===== src/rtl/reg_bank8x16.sv =====
// reg_bank8x16: eight-entry register bank with per-entry valid flags and a
// free-running scan pointer that drives a downstream 8-way word multiplexer.
// Entries are exposed flat on `words`; `sel` walks them when scan_en is high.
module reg_bank8x16 #(
   parameter int WIDTH = 16,
   parameter int DEPTH = 8
) (
   input  logic                   clk,
   input  logic                   rst_n,
   input  logic [WIDTH-1:0]       in,
   input  logic                   load,
   input  logic [2:0]             wr_addr,
   input  logic                   clr,
   input  logic                   scan_en,
   output logic [DEPTH*WIDTH-1:0] words,
   output logic [2:0]             sel,
   output logic [DEPTH-1:0]       valid,
   output logic                   sel_valid,
   output logic                   scan_wrap
);

   logic [WIDTH-1:0] r_mem [DEPTH];
   logic [DEPTH-1:0] r_valid;
   logic [2:0]       r_sel;
   logic             r_wrap;

   // Storage and valid flags: clear beats load, only the addressed entry changes.
   always_ff @(posedge clk or negedge rst_n) begin
      if (!rst_n) begin
         for (int i = 0; i < DEPTH; i++) begin
            r_mem[i] <= '0;
         end
         r_valid <= '0;
      end else if (clr) begin
         for (int i = 0; i < DEPTH; i++) begin
            r_mem[i] <= '0;
         end
         r_valid <= '0;
      end else if (load) begin
         r_mem[wr_addr]   <= in;
         r_valid[wr_addr] <= 1'b1;
      end
   end

   // Scan pointer and wrap pulse: the pulse is high for the cycle after 7 -> 0.
   always_ff @(posedge clk or negedge rst_n) begin
      if (!rst_n) begin
         r_sel  <= 3'd0;
         r_wrap <= 1'b0;
      end else if (clr) begin
         r_sel  <= 3'd0;
         r_wrap <= 1'b0;
      end else begin
         if (scan_en) begin
            r_sel <= r_sel + 3'd1;
         end
         r_wrap <= scan_en && (r_sel == 3'd7);
      end
   end

   // Flatten the entries so entry i sits at bits [WIDTH*i +: WIDTH].
   always_comb begin
      words = '0;
      for (int i = 0; i < DEPTH; i++) begin
         words[i*WIDTH +: WIDTH] = r_mem[i];
      end
   end

   assign sel       = r_sel;
   assign valid     = r_valid;
   assign scan_wrap = r_wrap;
   assign sel_valid = r_valid[r_sel];

endmodule


===== config.mk =====
export PLATFORM = sky130hd
export DESIGN_NAME = reg_bank8x16
export DESIGN_NICKNAME = d
export VERILOG_FILES = /design/src/rtl/reg_bank8x16.sv
export SDC_FILE = /design/constraint.sdc
export NUM_CORES = 1
export LEC_CHECK = 0
export CAP_MARGIN = 30
export CORE_AREA = 2 2 111 140
export CTS_CLUSTER_DIAMETER = 200
export CTS_CLUSTER_SIZE = 25
export DETAILED_ROUTE_END_ITERATION = 8
export DIE_AREA = 0 0 113 142
export PLACE_DENSITY = 0.7
export SLEW_MARGIN = 20
export SYNTH_ARGS = -nofsm -noshare
export SYNTH_HDL_FRONTEND = slang
export SYNTH_SLANG_ARGS = --single-unit

===== constraint.sdc =====
create_clock -name clk -period 2.87 [get_ports clk]
set_clock_uncertainty 0.05 [all_clocks]
set_input_delay 0.287 -clock clk [delete_from_list [all_inputs] [get_ports clk]]
set_output_delay 0.287 -clock clk [all_outputs]
set_load 0.02 [all_outputs]

**Word level (Yosys, flattened, before mapping)**

Index checks and enable logic that the tools add are counted.

- Logic and storage cells: 39
- Input port bits: 24
- Register bits: 140

- Eq/ne operators: 1
- Multiplexer cells: 14
- Add/subtract/negate cells: 1
- Reductions and logical operators: 5
- Bitwise gates (word level): 2
- Magnitude comparators: 5

Operators with widths:

| cell | number |
|---|---|
| two-way mux 128 bit | 2 |
| bitwise mux 128 bit | 1 |
| demux 16 bit (select 3 bit) | 1 |
| two-way mux 16 bit | 1 |
| two-way mux 8 bit | 2 |
| < comparator 3 x 4 -> 1 bit (second input constant) | 2 |
| bitwise OR 8 bit | 1 |
| two-way mux 3 bit | 2 |
| greater-or-equal comparator 4 bit (second input constant) | 1 |
| < comparator 4 x 1 -> 1 bit (second input constant) | 1 |
| NOT 3 -> 4 bit | 1 |
| nonzero test 2 bit | 2 |
| adder 3 x 1 -> 3 bit (second input constant) | 1 |
| binary-select mux 1 bit (select 3 bit) | 1 |
| demux 1 bit (select 3 bit) | 1 |
| == test 3 bit (second input constant) | 1 |
| greater-or-equal comparator 3 x 1 -> 1 bit (second input constant) | 1 |
| logical AND 1 bit | 3 |
| two-way mux 1 bit | 3 |

**Depth between registers and ports, before layout**

- Depth in word-level cells: 8
- Gate-level depth with buffers: 6
- Gate-level depth less buffers: 4

**Worst setup path before layout**

Ideal clock, no wire load.

- Kind: flip-flop to output port
- Start point: register r_sel[0], in the netlist sel[0]
- End point: output port sel_valid
- Arrival time: 1.386 ns
- Cell stages (with the launch flop): 3
- Path slack: 1.147 ns
- Data required time: 2.533 ns
- Path buffers: 0
- Cell sequence: dfrtp_1 -> mux4_2 -> mux2_2

- Cells in the longest elaborated chain, start to end: 2

RTL lines:

| element | RTL line | source |
|---|---|---|
| start: declaration | 24 | `logic [2:0] r_sel;` |
| start signal: assignment | 55 | `r_sel <= r_sel + 3'd1;` |
| binary-select mux 1 bit (select 3 bit) | 72 | `assign sel_valid = r_valid[r_sel];` |
| two-way mux 1 bit (implied by the code) | 72 |  |
| end: declaration | 18 | `output logic sel_valid,` |

No other way between the ends. The select of a mux whose other input is x is not followed.

**Final worst setup path**

Ends and elaborated chain as after synthesis.

==> results.md <==
- Clk pwr share: 0.467
- Die Y-Extent: 142 um
- DIE AREA: ~0.016 mm2
- Slowest-stage cell, CP: mux4_2
- Failing checks: DRC
- Leak pwr: ~0.0033 uW
- Crit path kind: flip-flop to output port
- Post-synth cell types: 22
- R2R Setup Slk: roughly 1.5 ns
- Final hold vios: 0
- Flop pwr share: 0.444
- # setup viols final: 0
- Worst vdd ir: ~0.00030 V
- Count of state elements after synthesis: between 100 and 150
- Ports: about 170
- Area Growth Syn to Fin: 37.9%
- Hold Slack: 0.284 ns
- Global route overflow: 0
- RD Place Congestion: between 0.8 and 0.9
- Worst reg2reg path startpoint: sel[0]$_DFFE_PN0P_
- Vias per Instance: between 5 and 6
- # fillers: ~1,300
- H-tree levels: 4
- Pins over their slew limit: 0
- CP startpoint: sel[0]$_DFFE_PN0P_
- Critical Path RT: 2.53 ns
- Slew @ Worst Pin: ~0.82 ns
- FF+latch area: between 0.003 and 0.004 mm2
- Worst EP arrival: about 2.2 ns
- Multi-input logic area: roughly 0.0020 mm2
- Routed Antenna Nets: 0
- CP cell instances: mux4_2 -> mux2_2 -> clkdlybuf4s50_1
- Die X: between 100 and 150 um
- Post-route DRC: 13
- GRT met3 Usage: 0.0490
- All-Layer GR Usage: 0.215
- Post-Synthesis Cells: between 600 and 700
- Clk root buf: clkbuf_16
- Clock Sinks: 140
- Synth Area per Inst: 9.21 um2
- Yosys Warn Count: 0
- Initial antenna violation count: 0
- Fmax: 393 MHz
- Port Buf Inserts: roughly 160
- CP Capture Type: output port
- Total CTS buffers: 17
- Core area: 0.0148 mm2
- Sequential element share of the synthesized area: 0.602
- Comb power frac: 0.089
- Synth Cell Area: 0.00582 mm2
- Worst Reg-to-Reg Cells: 4
- Routed wire length: 17,200 um
- 1st-iter DRT viols: between 200 and 300
- Layout Nets: 789
- Hold Path Origin: clr
- Vias: roughly 5,000
- Outcome: finished with violations
- Largest net degree at the start of global routing: between 90 and 100
- Drt wl/cell: approximately 18 um
- Relative slew margins: 0.450
- CTS tree: yes
- HP Class: input pin to flip-flop
- Period Utilization, post-route: 0.887
- Critical Path Source Type: flip-flop
- CTS resizes: 0
- MaxCap Viol Count: 0
- Hold path cells: 2
- Mapped Nets: 658
- Met2 GRT Util: 0.373
- Setup TNS: 0 ns
- Antenna Cells: 0
- Min Tclk post-route: 2.55 ns
- R2r endpoint: sel[2]$_DFFE_PN0P_
- CTS max path bufs: 2
- Starting density of the core: 0.394
- FP Rows: 50
- DR pass1 iterations: 9
- Cell Int Power: between 3000 and 4000 uW
- GRT busiest layer: met2
- DP HPWL: 11,700 um
- Net Sw Power: between 1000 and 1500 uW
- Global-route wire length before repair: approximately 27,000 um
- Fraction of layout cells with a size suffix above 1: 0.0619
- CTS clk-pin slew, worst paths: 0.06 ns
- Worst Hold Path EP: words[30]$_DFFE_PN0P_
- Met1 Use GR: 0.263
- Critical Path Max Stage Delay: 0.53 ns
- Switching Fraction: 0.246
- Crit Path Max Fanout: 5
- Vias in the first global route: between 4,000 and 5,000
- RSZ-0062 raised after global routing: no
- Clk_lat worst skew: 0.41 ns
- Power Density: 575 mW/mm2
-- kinds of logic after synthesis --
logic type / after synthesis / synth area share
AND/OR/NAND/NOR: 293 / 0.209
flip-flops: 140 / 0.602
AO/OA/AOI/OAI: 128 / 0.110
buffers and inverters: 63 / 0.0606
multiplexers: 5 / 0.0131
adder cells (fa/ha/maj): 2 / 0.00430
XOR/XNOR: 1 / 0.00150
-- critical path, delay by kind of cell (launching register included) --
family	cells	cell delay, ns
mux	2	0.80
buf+inv	1	0.53
flops	1	0.47
-- metal layers --
metal | vias up | routed length, um | share of wire
li1 | 2304 | - | -
met5 | - | 0 | 0
met3 | 23 | 1290 | 0.075
met2 | 209 | 9010 | 0.52
met4 | 0 | 310 | 0.018
met1 | 2489 | 6580 | 0.38
-- cell usage in the layout, fill, tap and decap left out, types with 9 or more instances in the layout --
master / instances
nand2_1: 257
clkdlybuf4s50_1: 162
dfrtp_1: 140
a21oi_1: 128
nor2_1: 20
clkbuf_16: 17
buf_4: 9
-- synthesized netlist by cell type --
cell / number / area (um2)
a21oi_1: 128 / 641
and4_1: 1 / 8.76
and4b_1: 3 / 30.0
and4bb_1: 1 / 12.5
and4bb_2: 2 / 25.0
buf_2: 27 / 135
buf_4: 12 / 90.1
buf_6: 5 / 56.3
clkbuf_1: 19 / 71.3
dfrtp_1: 140 / 3500
ha_1: 2 / 25.0
mux2_2: 1 / 11.3
mux2i_1: 2 / 20.0
mux4_2: 2 / 45.0
nand2_1: 257 / 965
nand4_1: 1 / 6.26
nand4b_1: 3 / 26.3
nand4bb_1: 3 / 33.8
nor2_1: 20 / 75.1
nor4b_4: 1 / 23.8
or4b_1: 1 / 10.0
xnor2_1: 1 / 8.76
-- state kept, by name (all words and copies together), names as in the netlist --
| signal | flops |
|---|---|
| words | 128 |
| valid | 8 |
| scan_wrap | 1 |
| sel | 3 |
-- what timing repair did --
item,4_1_cts,5_1_grt
hold buffers,1,0
setup buffers,0,0
hold endpoints to repair,50,0
-- power groups by stage --
stage	clock, uW	combinational [uW]	sequential (uW)
detailed placement	0	414	2080
global route	2290	443	2050
CTS	2200	416	2050
floorplan	0	156	2130
finish	2160	412	2050
global placement	0	405	2080
-- worst max path at each step --
stage / to / slack (ns) / cells past startpoint
after CTS: sel_valid / 0.30 / 3
after global placement: words[8]$_DFFE_PN0P_ / 0.62 / 4
final: sel_valid / 0.32 / 3
after floorplan: sel_valid / 1.15 / 2
after global routing: sel_valid / 0.23 / 3
after detailed placement: words[106]$_DFFE_PN0P_ / 0.53 / 4
-- area by class of cell --
type                            instances  share of cell area
Clock buffer                           20              0.0556
Sequential cell                       140               0.436
Clock inverter                         12              0.0171
Multi-Input combinational cell        429               0.245
Tap cell                              182              0.0283
Timing Repair Buffer                  175               0.218
-- through the flow --
step                      cells  total power (uW)  instance area (um2)  setup slack (ns)  utilization
after floorplan             632              2290                 5820              1.15            -
after global placement      925              2490                 7440             0.619        0.504
after detailed placement    925              2500                 7440             0.527        0.504
after CTS                   958              4660                 8030             0.297        0.544
after global routing        958              4780                 8030             0.233        0.544
final                       958              4620                 8030             0.323        0.544
Note: power is estimated with default switching activity, not from simulation.
